### src/rtl/demux1t2_8_buf_pkg.sv
// Shared definitions for the buffered 1-to-2 byte demultiplexer:
// default FIFO geometry, channel indices and small arithmetic helpers.
package demux1t2_8_buf_pkg;

    localparam int DEPTH_DEF = 4;
    localparam int AW_DEF    = 2;

    localparam logic CH0 = 1'b0;
    localparam logic CH1 = 1'b1;

    // Delivered-byte counter step; wraps modulo 256 by construction.
    function automatic logic [7:0] cnt_inc(input logic [7:0] c);
        return c + 8'd1;
    endfunction

endpackage

### src/rtl/demux1t2_8_buf_if.sv
// Byte-stream bundle between the CPU-side producer, the demultiplexer
// and the two peripheral consumers (channel 0 game logic, channel 1 display).
interface demux1t2_8_buf_if;

    logic       in_valid;
    logic [7:0] in_data;
    logic       s;
    logic       in_ready;

    logic       o0_valid;
    logic [7:0] o0_data;
    logic       o0_ready;

    logic       o1_valid;
    logic [7:0] o1_data;
    logic       o1_ready;

    logic [7:0] cnt0;
    logic [7:0] cnt1;
    logic       ovf_err;

    // Producer / consumer side (drives the input stream and the channel readies).
    modport master (
        output in_valid, in_data, s, o0_ready, o1_ready,
        input  in_ready, o0_valid, o0_data, o1_valid, o1_data, cnt0, cnt1, ovf_err
    );

    // Demultiplexer side.
    modport slave (
        input  in_valid, in_data, s, o0_ready, o1_ready,
        output in_ready, o0_valid, o0_data, o1_valid, o1_data, cnt0, cnt1, ovf_err
    );

endinterface

### src/rtl/demux1t2_8_buf_byte_fifo.sv
// 8-bit synchronous FIFO with AW+1-bit pointers. The extra pointer MSB
// distinguishes full from empty when the low bits match. No fall-through:
// a byte pushed into an empty FIFO is visible at dout the next cycle.
module byte_fifo #(
    parameter int DEPTH = 4,
    parameter int AW    = 2
) (
    input  logic       clk,
    input  logic       rst_n,
    input  logic       push,
    input  logic       pop,
    input  logic [7:0] din,
    output logic [7:0] dout,
    output logic       full,
    output logic       empty
);

    logic [AW:0] wr_ptr_r;
    logic [AW:0] rd_ptr_r;
    logic [7:0]  mem_r [DEPTH];
    logic        do_push_s;
    logic        do_pop_s;

    // A full FIFO refuses pushes even when it pops in the same cycle.
    assign do_push_s = push & ~full;
    assign do_pop_s  = pop & ~empty;

    assign full  = (wr_ptr_r[AW] != rd_ptr_r[AW]) &&
                   (wr_ptr_r[AW-1:0] == rd_ptr_r[AW-1:0]);
    assign empty = (wr_ptr_r == rd_ptr_r);
    assign dout  = mem_r[rd_ptr_r[AW-1:0]];

    // Pointer update; reset discards all buffered bytes.
    always_ff @(posedge clk or negedge rst_n) begin
        if (!rst_n) begin
            wr_ptr_r <= '0;
            rd_ptr_r <= '0;
        end else begin
            if (do_push_s) begin
                wr_ptr_r <= wr_ptr_r + (AW+1)'(1);
            end
            if (do_pop_s) begin
                rd_ptr_r <= rd_ptr_r + (AW+1)'(1);
            end
        end
    end

    // Storage write; cleared on reset so the head reads 8'h00 while idle.
    always_ff @(posedge clk or negedge rst_n) begin
        if (!rst_n) begin
            for (int i = 0; i < DEPTH; i++) begin
                mem_r[i] <= 8'h00;
            end
        end else if (do_push_s) begin
            mem_r[wr_ptr_r[AW-1:0]] <= din;
        end
    end

endmodule

### src/rtl/demux1t2_8_buf.sv
// Buffered 1-to-2 byte demultiplexer. Each accepted byte is steered by s
// into its channel FIFO; each channel counts delivered bytes, and a stall
// watchdog flags a producer left waiting on a full channel too long.
module demux1t2_8_buf
    import demux1t2_8_buf_pkg::*;
#(
    parameter int DEPTH = DEPTH_DEF,
    parameter int AW    = AW_DEF
) (
    input  logic             clk,
    input  logic             rst_n,
    demux1t2_8_buf_if.slave  bus
);

    localparam logic [AW:0] STALL_MAX  = (AW+1)'(DEPTH);
    localparam logic [AW:0] STALL_TRIP = (AW+1)'(DEPTH - 1);

    logic        full0_s, full1_s;
    logic        empty0_s, empty1_s;
    logic [7:0]  dout0_s, dout1_s;
    logic        in_ready_s;
    logic        push0_s, push1_s;
    logic        pop0_s, pop1_s;
    logic [7:0]  cnt0_r, cnt1_r;
    logic        ovf_r;
    logic        ovf_nxt_s;
    logic [AW:0] stall0_r, stall1_r;
    logic [AW:0] stall0_nxt_s, stall1_nxt_s;
    logic [AW:0] sel_stall_s;

    // Ready depends only on s and the registered full flags, never on o*_ready.
    always_comb begin
        in_ready_s  = 1'b1;
        sel_stall_s = stall0_r;
        case (bus.s)
            CH0: begin
                in_ready_s  = ~full0_s;
                sel_stall_s = stall0_r;
            end
            CH1: begin
                in_ready_s  = ~full1_s;
                sel_stall_s = stall1_r;
            end
            default: begin
                in_ready_s  = 1'b0;
                sel_stall_s = stall0_r;
            end
        endcase
    end

    assign push0_s = bus.in_valid & in_ready_s & (bus.s == CH0);
    assign push1_s = bus.in_valid & in_ready_s & (bus.s == CH1);
    assign pop0_s  = ~empty0_s & bus.o0_ready;
    assign pop1_s  = ~empty1_s & bus.o1_ready;

    byte_fifo #(.DEPTH(DEPTH), .AW(AW)) u_fifo0 (
        .clk   (clk),
        .rst_n (rst_n),
        .push  (push0_s),
        .pop   (pop0_s),
        .din   (bus.in_data),
        .dout  (dout0_s),
        .full  (full0_s),
        .empty (empty0_s)
    );

    byte_fifo #(.DEPTH(DEPTH), .AW(AW)) u_fifo1 (
        .clk   (clk),
        .rst_n (rst_n),
        .push  (push1_s),
        .pop   (pop1_s),
        .din   (bus.in_data),
        .dout  (dout1_s),
        .full  (full1_s),
        .empty (empty1_s)
    );

    // Stall counters track completed consecutive full cycles, saturating at DEPTH;
    // the watchdog trips when the current cycle is the DEPTH-th full one.
    always_comb begin
        stall0_nxt_s = '0;
        stall1_nxt_s = '0;
        if (full0_s) begin
            stall0_nxt_s = (stall0_r == STALL_MAX) ? stall0_r : stall0_r + (AW+1)'(1);
        end else begin
            stall0_nxt_s = '0;
        end
        if (full1_s) begin
            stall1_nxt_s = (stall1_r == STALL_MAX) ? stall1_r : stall1_r + (AW+1)'(1);
        end else begin
            stall1_nxt_s = '0;
        end
        if (bus.in_valid && !in_ready_s && (sel_stall_s >= STALL_TRIP)) begin
            ovf_nxt_s = 1'b1;
        end else begin
            ovf_nxt_s = ovf_r;
        end
    end

    // Watchdog state; ovf_err is sticky until reset.
    always_ff @(posedge clk or negedge rst_n) begin
        if (!rst_n) begin
            stall0_r <= '0;
            stall1_r <= '0;
            ovf_r    <= 1'b0;
        end else begin
            stall0_r <= stall0_nxt_s;
            stall1_r <= stall1_nxt_s;
            ovf_r    <= ovf_nxt_s;
        end
    end

    // Delivered-byte counters, one increment per pop, wrapping at 256.
    always_ff @(posedge clk or negedge rst_n) begin
        if (!rst_n) begin
            cnt0_r <= 8'h00;
            cnt1_r <= 8'h00;
        end else begin
            if (pop0_s) begin
                cnt0_r <= cnt_inc(cnt0_r);
            end
            if (pop1_s) begin
                cnt1_r <= cnt_inc(cnt1_r);
            end
        end
    end

    assign bus.in_ready = in_ready_s;
    assign bus.o0_valid = ~empty0_s;
    assign bus.o1_valid = ~empty1_s;
    assign bus.o0_data  = dout0_s;
    assign bus.o1_data  = dout1_s;
    assign bus.cnt0     = cnt0_r;
    assign bus.cnt1     = cnt1_r;
    assign bus.ovf_err  = ovf_r;

endmodule

### src/flat_wrapper.sv
// flat-port wrapper written by rule: the top's interface ports become plain ports
module demux1t2_8_buf_flat import demux1t2_8_buf_pkg::*;
#(
    parameter int DEPTH = DEPTH_DEF,
    parameter int AW    = AW_DEF
)
  (clk, rst_n, bus_in_valid, bus_in_data, bus_s, bus_o0_ready, bus_o1_ready, bus_in_ready, bus_o0_valid, bus_o0_data, bus_o1_valid, bus_o1_data, bus_cnt0, bus_cnt1, bus_ovf_err);
  demux1t2_8_buf_if bus_i ();
  input  logic clk;
  input  logic rst_n;
  input wire logic [$bits(bus_i.in_valid)-1:0] bus_in_valid;
  input wire logic [$bits(bus_i.in_data)-1:0] bus_in_data;
  input wire logic [$bits(bus_i.s)-1:0] bus_s;
  input wire logic [$bits(bus_i.o0_ready)-1:0] bus_o0_ready;
  input wire logic [$bits(bus_i.o1_ready)-1:0] bus_o1_ready;
  output wire logic [$bits(bus_i.in_ready)-1:0] bus_in_ready;
  output wire logic [$bits(bus_i.o0_valid)-1:0] bus_o0_valid;
  output wire logic [$bits(bus_i.o0_data)-1:0] bus_o0_data;
  output wire logic [$bits(bus_i.o1_valid)-1:0] bus_o1_valid;
  output wire logic [$bits(bus_i.o1_data)-1:0] bus_o1_data;
  output wire logic [$bits(bus_i.cnt0)-1:0] bus_cnt0;
  output wire logic [$bits(bus_i.cnt1)-1:0] bus_cnt1;
  output wire logic [$bits(bus_i.ovf_err)-1:0] bus_ovf_err;
  assign bus_i.in_valid = bus_in_valid;
  assign bus_i.in_data = bus_in_data;
  assign bus_i.s = bus_s;
  assign bus_i.o0_ready = bus_o0_ready;
  assign bus_i.o1_ready = bus_o1_ready;
  assign bus_in_ready = bus_i.in_ready;
  assign bus_o0_valid = bus_i.o0_valid;
  assign bus_o0_data = bus_i.o0_data;
  assign bus_o1_valid = bus_i.o1_valid;
  assign bus_o1_data = bus_i.o1_data;
  assign bus_cnt0 = bus_i.cnt0;
  assign bus_cnt1 = bus_i.cnt1;
  assign bus_ovf_err = bus_i.ovf_err;
  demux1t2_8_buf #(.DEPTH(DEPTH), .AW(AW)) u_core (.clk(clk), .rst_n(rst_n), .bus(bus_i));
endmodule
### config.mk
export PLATFORM = sky130hd
export DESIGN_NAME = demux1t2_8_buf_flat
export DESIGN_NICKNAME = d
export VERILOG_FILES = /design/src/rtl/demux1t2_8_buf_pkg.sv /design/src/rtl/demux1t2_8_buf_if.sv /design/src/rtl/demux1t2_8_buf_byte_fifo.sv /design/src/rtl/demux1t2_8_buf.sv /design/src/flat_wrapper.sv
export SDC_FILE = /design/constraint.sdc
export NUM_CORES = 1
export LEC_CHECK = 0
export ABC_CLOCK_PERIOD_IN_PS = 4900
export BUFFER_PORTS_ARGS = -buffer_cell sky130_fd_sc_hd__buf_2
export CORE_MARGIN = 2
export CORE_UTILIZATION = 60
export CTS_CLUSTER_SIZE = 25
export DETAILED_ROUTE_END_ITERATION = 8
export PLACE_DENSITY = 0.81
export SLEW_MARGIN = 20
export SYNTH_ARGS = -nofsm -noshare
export SYNTH_HDL_FRONTEND = slang
export SYNTH_SLANG_ARGS = --single-unit
### constraint.sdc
create_clock -name clk -period 4.9 [get_ports clk]
set_input_delay 0.49 -clock clk [delete_from_list [all_inputs] [get_ports clk]]
set_output_delay 0.49 -clock clk [all_outputs]
set_load 0.01 [all_outputs]
==> metrics.csv, run 1 <==
metric;value;unit
gpl congestion;0.7617;
met2 WL;3943;µm
worst r2r src;u_core.u_fifo0.rd_ptr_r[0];
initial drt markers;98;
Slew Limit Headroom;0.3182;
VDD IR max;0.3291;mV
# fillers;581;
# Post-CTS Setup Buffers;0;
Mapped Cells;318;
CTS tree;yes;
Setup Skew;9.521;ps
wire per inst;17.23;µm
GRT Util Overall;0.2048;
initial core utilization;0.6122;
largest net degree at the start of global routing;59;
post-detail-place hpwl;5555;µm
Core Region;0.007647;mm²
cts repair resizes;0;
M1 WL;3747;µm
final WL;8116;µm
critical path's slowest cell;dfrtp_1;
initial antenna violation count;0;
Yosys cell types;29;
most frequent cells after synthesis;dfrtp_1, mux2_2, xnor2_1;
detailed-route DRC error count;0;
Final period util;0.5257;
reg2reg end;u_core.u_fifo0.mem_r[6];
Diodes inserted;0;
max cap viols;0;
area of the die;0.008526;mm²
Critical Path End Type;output pin;
Arrival @ worst endpoint;2090;ps
Buffers on Ports;49;
R2R Setup Slk;2440;ps
design area;0.005125;mm²
CP Buf/Inv Count;1;
setup_tns;0;ps
CTS max path bufs;2;
first-pass GRT wire length;13320;µm
largest area contributor in the netlist;dfrtp_1;
synthesized net count;348;
CTS Buf Count;9;
R2R depth;4;
most common cell in the netlist;dfrtp_1;
Crit Path Category;reg2out;
num rows;32;
Die H;92.34;µm
Pwr Total;3.459;mW
Synth Register Bits;99;
CTS H-Tree Depth;3;
YS warnings;0;
die width;92.34;µm
num ports;50;
Top Metal Used;met4;
Cell Area, Placed;0.004928;mm²
Vias/cell;5.563;
RSZ-0062 raised after global routing;no;
Final Max Slew Viols;0;
hold crit path type;in2async;
# setup viols final;0;
Area Growth Syn to Fin;9.460;%
Seq/Total Area, Yosys;0.5291;
leakage;2.277;nW
Final #Nets;396;
Final ANT Viol Nets;0;
Max Clk Rate;0.3882;GHz
Final min period;2576;ps
Power Dens Cells;675.0;mW/mm²
CP peak stage delay;810;ps
root buffer cell;clkbuf_8;
syn avg cell area;14.72;µm²
CTS Hold Bufs;0;
clock latency on the worst-skew pair;350;ps
Max FO, Critical Path;11;
Synth async-reset ratio;1.000;
1st-pass router iterations;4;
layout cell share with drive strength beyond 1;0.3930;
Crit path max-delay family;flip-flops;
via count;2620;
DR WL met3;286;µm
final hold viol count;0;
top post-synthesis cells by area;dfrtp_1, mux2_2, mux4_2;
worst endpoint required time;4410;ps
Clock Sinks;99;
run status;completed;
grt ovf;0;
Clock transition at path regs;90;ps
EDFF count, synth;0;
CP Launch Type;flop;
Synth top area share;0.5291;
Post-synth top flop;dfrtp_1;
Synth Cell Area;0.004682;mm²
CP cell instances;xnor2_4 > nand3_1 > mux2_2 > buf_2;
vias in the first global route;2643;
Least-Margin Pin Slew;1018;ps
## report_power, final
part | internal [mW] | leakage (nW) | switching, mW
clock network | 0.282 | 0.0992 | 0.257
logic | 0.790 | 0.972 | 0.588
registers | 1.19 | 1.21 | 0.348
## stage by stage
| stage | util | std cells | hold WS, ps | worst slack, ps |
|---|---|---|---|---|
| floorplan | - | 318 | 194.4 | 3082 |
| global route | 0.6702 | 471 | 249.0 | 2126 |
| global placement | 0.6445 | 457 | 438.1 | 2412 |
| CTS | 0.6702 | 471 | 215.3 | 2261 |
| finish | 0.6702 | 471 | 181.4 | 2324 |
| detailed placement | 0.6445 | 457 | 441.3 | 2371 |
## cell families after synthesis
| family | count (synthesis) | share of synthesized area |
|---|---|---|
| multiplexers | 85 | 0.2437 |
| flip-flops | 99 | 0.5291 |
| adder cells (fa/ha/maj) | 16 | 0.04276 |
| AND/OR/NAND/NOR | 48 | 0.05104 |
| AO/OA/AOI/OAI | 12 | 0.02512 |
| buffers and inverters | 26 | 0.03955 |
| XOR/XNOR | 32 | 0.06868 |
## cell type report
| class | count | area [µm²] | share of cell area |
|---|---|---|---|
| timing repair buffer | 50 | 255.2 | 0.04980 |
| inverter | 13 | 48.80 | 0.009521 |
| clock buffer | 11 | 131.4 | 0.02563 |
| multi-input combinational | 193 | 2019 | 0.3940 |
| clock inverter | 3 | 65.06 | 0.01270 |
| sequential | 99 | 2477 | 0.4834 |
| tap | 102 | 127.6 | 0.02490 |
## per-layer routing
metal / vias to the layer above / GRT usage
met5: - / 0
met4: 0 / 0.08209
met3: 10 / 0.03173
met2: 57 / 0.3169
met1: 1339 / 0.2948
li1: 1214 / -
## layout by cell type (no fill, tap or decap)
cell,instances
xnor2_4,1
buf_2,48
a311oi_2,1
xor2_1,8
nor3_1,2
a21oi_1,2
clkinv_2,1
a311oi_4,1
buf_4,2
a211oi_1,2
a31oi_1,2
and2_1,8
inv_1,13
mux4_1,1
xnor2_1,20
mux2_2,60
o41ai_2,1
bufinv_16,2
a31oi_2,1
nor2_1,6
nand4_1,8
xnor2_2,3
mux4_2,15
dfrtp_1,99
ha_1,16
nand2_1,14
mux2_1,9
clkbuf_8,9
nand3_1,7
clkbuf_1,2
o21ai_0,2
and3_1,3
## worst reg2reg max path, stage by stage, from the launching register on
cell and delay, ps:
dfrtp_1 780, xnor2_2 200, a311oi_2 430, and2_1 530
mux2_2 400
## state kept, by name, summed over array words and instances (netlist names)
signal                   count
u_core.u_fifo0.mem_r        32
u_core.u_fifo1.mem_r        32
u_core.bus.cnt0              8
u_core.bus.cnt1              8
u_core.stall0_r              3
u_core.stall1_r              3
u_core.u_fifo0.rd_ptr_r      3
u_core.u_fifo0.wr_ptr_r      3
u_core.u_fifo1.rd_ptr_r      3
u_core.u_fifo1.wr_ptr_r      3
u_core.bus.ovf_err           1
## how the worst max path moves through the flow
| stage | start | to | slack (ps) | depth (start not counted) |
|---|---|---|---|---|
| after global placement | u_core.u_fifo0.rd_ptr_r[0] | u_core.u_fifo0.mem_r[1] | 2410 | 4 |
| after global routing | u_core.u_fifo1.rd_ptr_r[0] | bus_in_ready | 2130 | 4 |
| after floorplan | u_core.u_fifo0.rd_ptr_r[1] | u_core.u_fifo0.mem_r[0] | 3080 | 6 |
| after detailed placement | u_core.u_fifo0.rd_ptr_r[0] | u_core.u_fifo0.mem_r[6] | 2370 | 4 |
| after CTS | u_core.u_fifo1.rd_ptr_r[0] | bus_in_ready | 2260 | 4 |
| final | u_core.u_fifo1.rd_ptr_r[0] | bus_in_ready | 2320 | 4 |
No activity file was read; power rests on OpenSTA's default activity.
==> inputs of run 2 (changes only) <==
Settings changed: ABC_CLOCK_PERIOD_IN_PS 4900 to 2620, CORE_UTILIZATION 60 to 59, PLACE_DENSITY 0.81 to 0.8.
Clock period 4.9 ns to 2.62 ns, I/O delays scaled along.
==> run 2 against run 1 <==
Design area rose by 0.98%. Total power rose by 85%. Non-clock buffer count rose by 7. Wire length fell by 0.26%. Sequential share of layout area fell by 0.47 points. Utilization barely moved. Via count rose by 1.5%. Sequential cell count did not move. Worst hold slack improved by 63 ps. Critical endpoint is now u_core.u_fifo1.mem_r[27].
==> metrics.csv, run 2 (synthesis results as in run 1) <==
metric;value;unit
GRT Util Overall;0.2014;
Max Clk Rate;0.4774;GHz
gpl congestion;0.7694;
CP Launch Type;flop;
Final Max Slew Viols;0;
area of the die;0.008664;mm²
sequential cell area;0.002477;mm²
Pwr Total;6.398;mW
area of the multi-input gates;0.002019;mm²
# setup viols final;0;
Setup Skew;8.116;ps
CP Buf/Inv Count;0;
Layout Utilization;0.6697;
Final #Nets;403;
commonest cells after routing, fill and taps aside;dfrtp_1, mux2_2, buf_2;
initial antenna violation count;0;
CP peak stage delay;490;ps
wire per inst;16.86;µm
critical path's slowest cell;and2_1;
switch share;0.3539;
setup_tns;0;ps
Sequential Power Share;0.428;
Core Region;0.007727;mm²
Top Registers;u_core.u_fifo0.mem_r: 32 flops, u_core.u_fifo1.mem_r: 32 flops;
first-pass GRT wire length;13370;µm
Worst Hold Depth;2;
hold_sp;bus_in_data[5];
Slew Limit Headroom;0.6106;
VDD IR max;0.6081;mV
Worst Setup Slack, final;525.4;ps
num rows;32;
Critical Path End Type;flop;
Clock transition at path regs;90;ps
initial drt markers;101;
final hold slack;244.2;ps
vias in the first global route;2742;
WHS Endpoint;u_core.u_fifo0.mem_r[13];
post-detail-place hpwl;5614;µm
worst r2r src;u_core.u_fifo1.wr_ptr_r[0];
# Post-CTS Setup Buffers;0;
CTS max path bufs;2;
root buffer cell;clkbuf_8;
Finished Layout Cells;480;
leakage;2.299;nW
Diodes inserted;0;
Buffers on Ports;49;
die width;93.08;µm
Crit path max-delay family;simple AND/OR/NAND/NOR gates;
Cell Area, Placed;0.004986;mm²
DP Worst Slack;522.3;ps
layout cell share with drive strength beyond 1;0.4101;
final WL;8095;µm
R2R depth;4;
max cap viols;0;
Clock Sinks;99;
largest net degree at the start of global routing;46;
Max FO, Critical Path;8;
Least-Margin Pin Slew;584.1;ps
Arrival @ worst endpoint;2330;ps
detailed-route DRC error count;0;
CTS tree;yes;
grt ovf;0;
via count;2659;
Power Dens Cells;1236;mW/mm²
1st-pass router iterations;4;
# fillers;561;
Crit Path Category;reg2reg;
CP cell instances;xnor2_4 > a311oi_4 > and2_1 > mux2_2;
Final min period;2095;ps
Area Growth Syn to Fin;10.53;%
RSZ-0062 raised after global routing;no;
logic gate share of total power;0.433;
initial core utilization;0.6059;
clock share of power;0.139;
CTS Buf Count;9;
R2R Setup Slk;530;ps
clock latency on the worst-skew pair;350;ps
worst endpoint required time;2860;ps
Final period util;0.7995;
CTS H-Tree Depth;3;
Final ANT Viol Nets;0;
final hold viol count;0;
design area;0.005175;mm²
hold crit path type;in2reg;
run status;completed;
P_sw;2.264;mW
Die H;93.08;µm
Vias/cell;5.540;
placed cells;463;
most common cell after layout, fill and taps aside;dfrtp_1;
reg2reg end;u_core.u_fifo1.mem_r[27];
num ports;50;
Pint;4.134;mW
[run 2: changes by cell type in the layout (fill, tap and decap cells not counted), sizes merged]
cell,previous run,this run
buf,50,56
clkinvlp,0,3
dlygate4sd3,0,1
bufinv,2,0
clkinv,1,3
clkbuf,11,10
[run 2: power groups by stage]
stage / clock network [mW] / logic [mW] / registers [mW]
2_1_floorplan: 0 / 2.12 / 2.66
5_1_grt: 0.979 / 3.03 / 2.83
3_3_place_gp: 0 / 2.73 / 2.72
6_report: 0.891 / 2.77 / 2.74
4_1_cts: 0.919 / 2.82 / 2.74
3_5_place_dp: 0 / 2.81 / 2.77
[run 2: how the worst max path moves through the flow]
stage / from / cells past startpoint / endpoint
after global routing: u_core.u_fifo0.wr_ptr_r[2] / 4 / u_core.u_fifo0.mem_r[0]
after floorplan: u_core.u_fifo0.rd_ptr_r[1] / 6 / u_core.u_fifo0.mem_r[0]
final: u_core.u_fifo1.wr_ptr_r[0] / 4 / u_core.u_fifo1.mem_r[27]
after CTS: u_core.u_fifo1.wr_ptr_r[1] / 4 / bus_in_ready
after detailed placement: u_core.u_fifo1.wr_ptr_r[0] / 4 / u_core.u_fifo1.mem_r[12]
after global placement: u_core.u_fifo0.wr_ptr_r[2] / 4 / u_core.u_fifo0.mem_r[7]
[run 2: final cells by class]
class	count	area share
Multi-Input combinational cell	193	0.3902
Clock inverter	6	0.007979
Inverter	13	0.009429
Sequential cell	99	0.4787
Tap cell	102	0.02466
Clock buffer	10	0.02660
Timing Repair Buffer	57	0.06238
[run 2: timing repair]
item / 4_1_cts / 5_1_grt
gates resized for setup: 0 / 0
hold buffers: 1 / 0
hold endpoints to repair: 43 / 0
[run 2: metal layers]
layer / track usage / part of all wire / vias to the layer above
met2: 0.3412 / 0.50 / 47
li1: - / - / 1237
met3: 0.02901 / 0.028 / 9
met1: 0.2650 / 0.46 / 1366
met4: 0.07843 / 0.014 / 0
met5: 0 / 0 / -
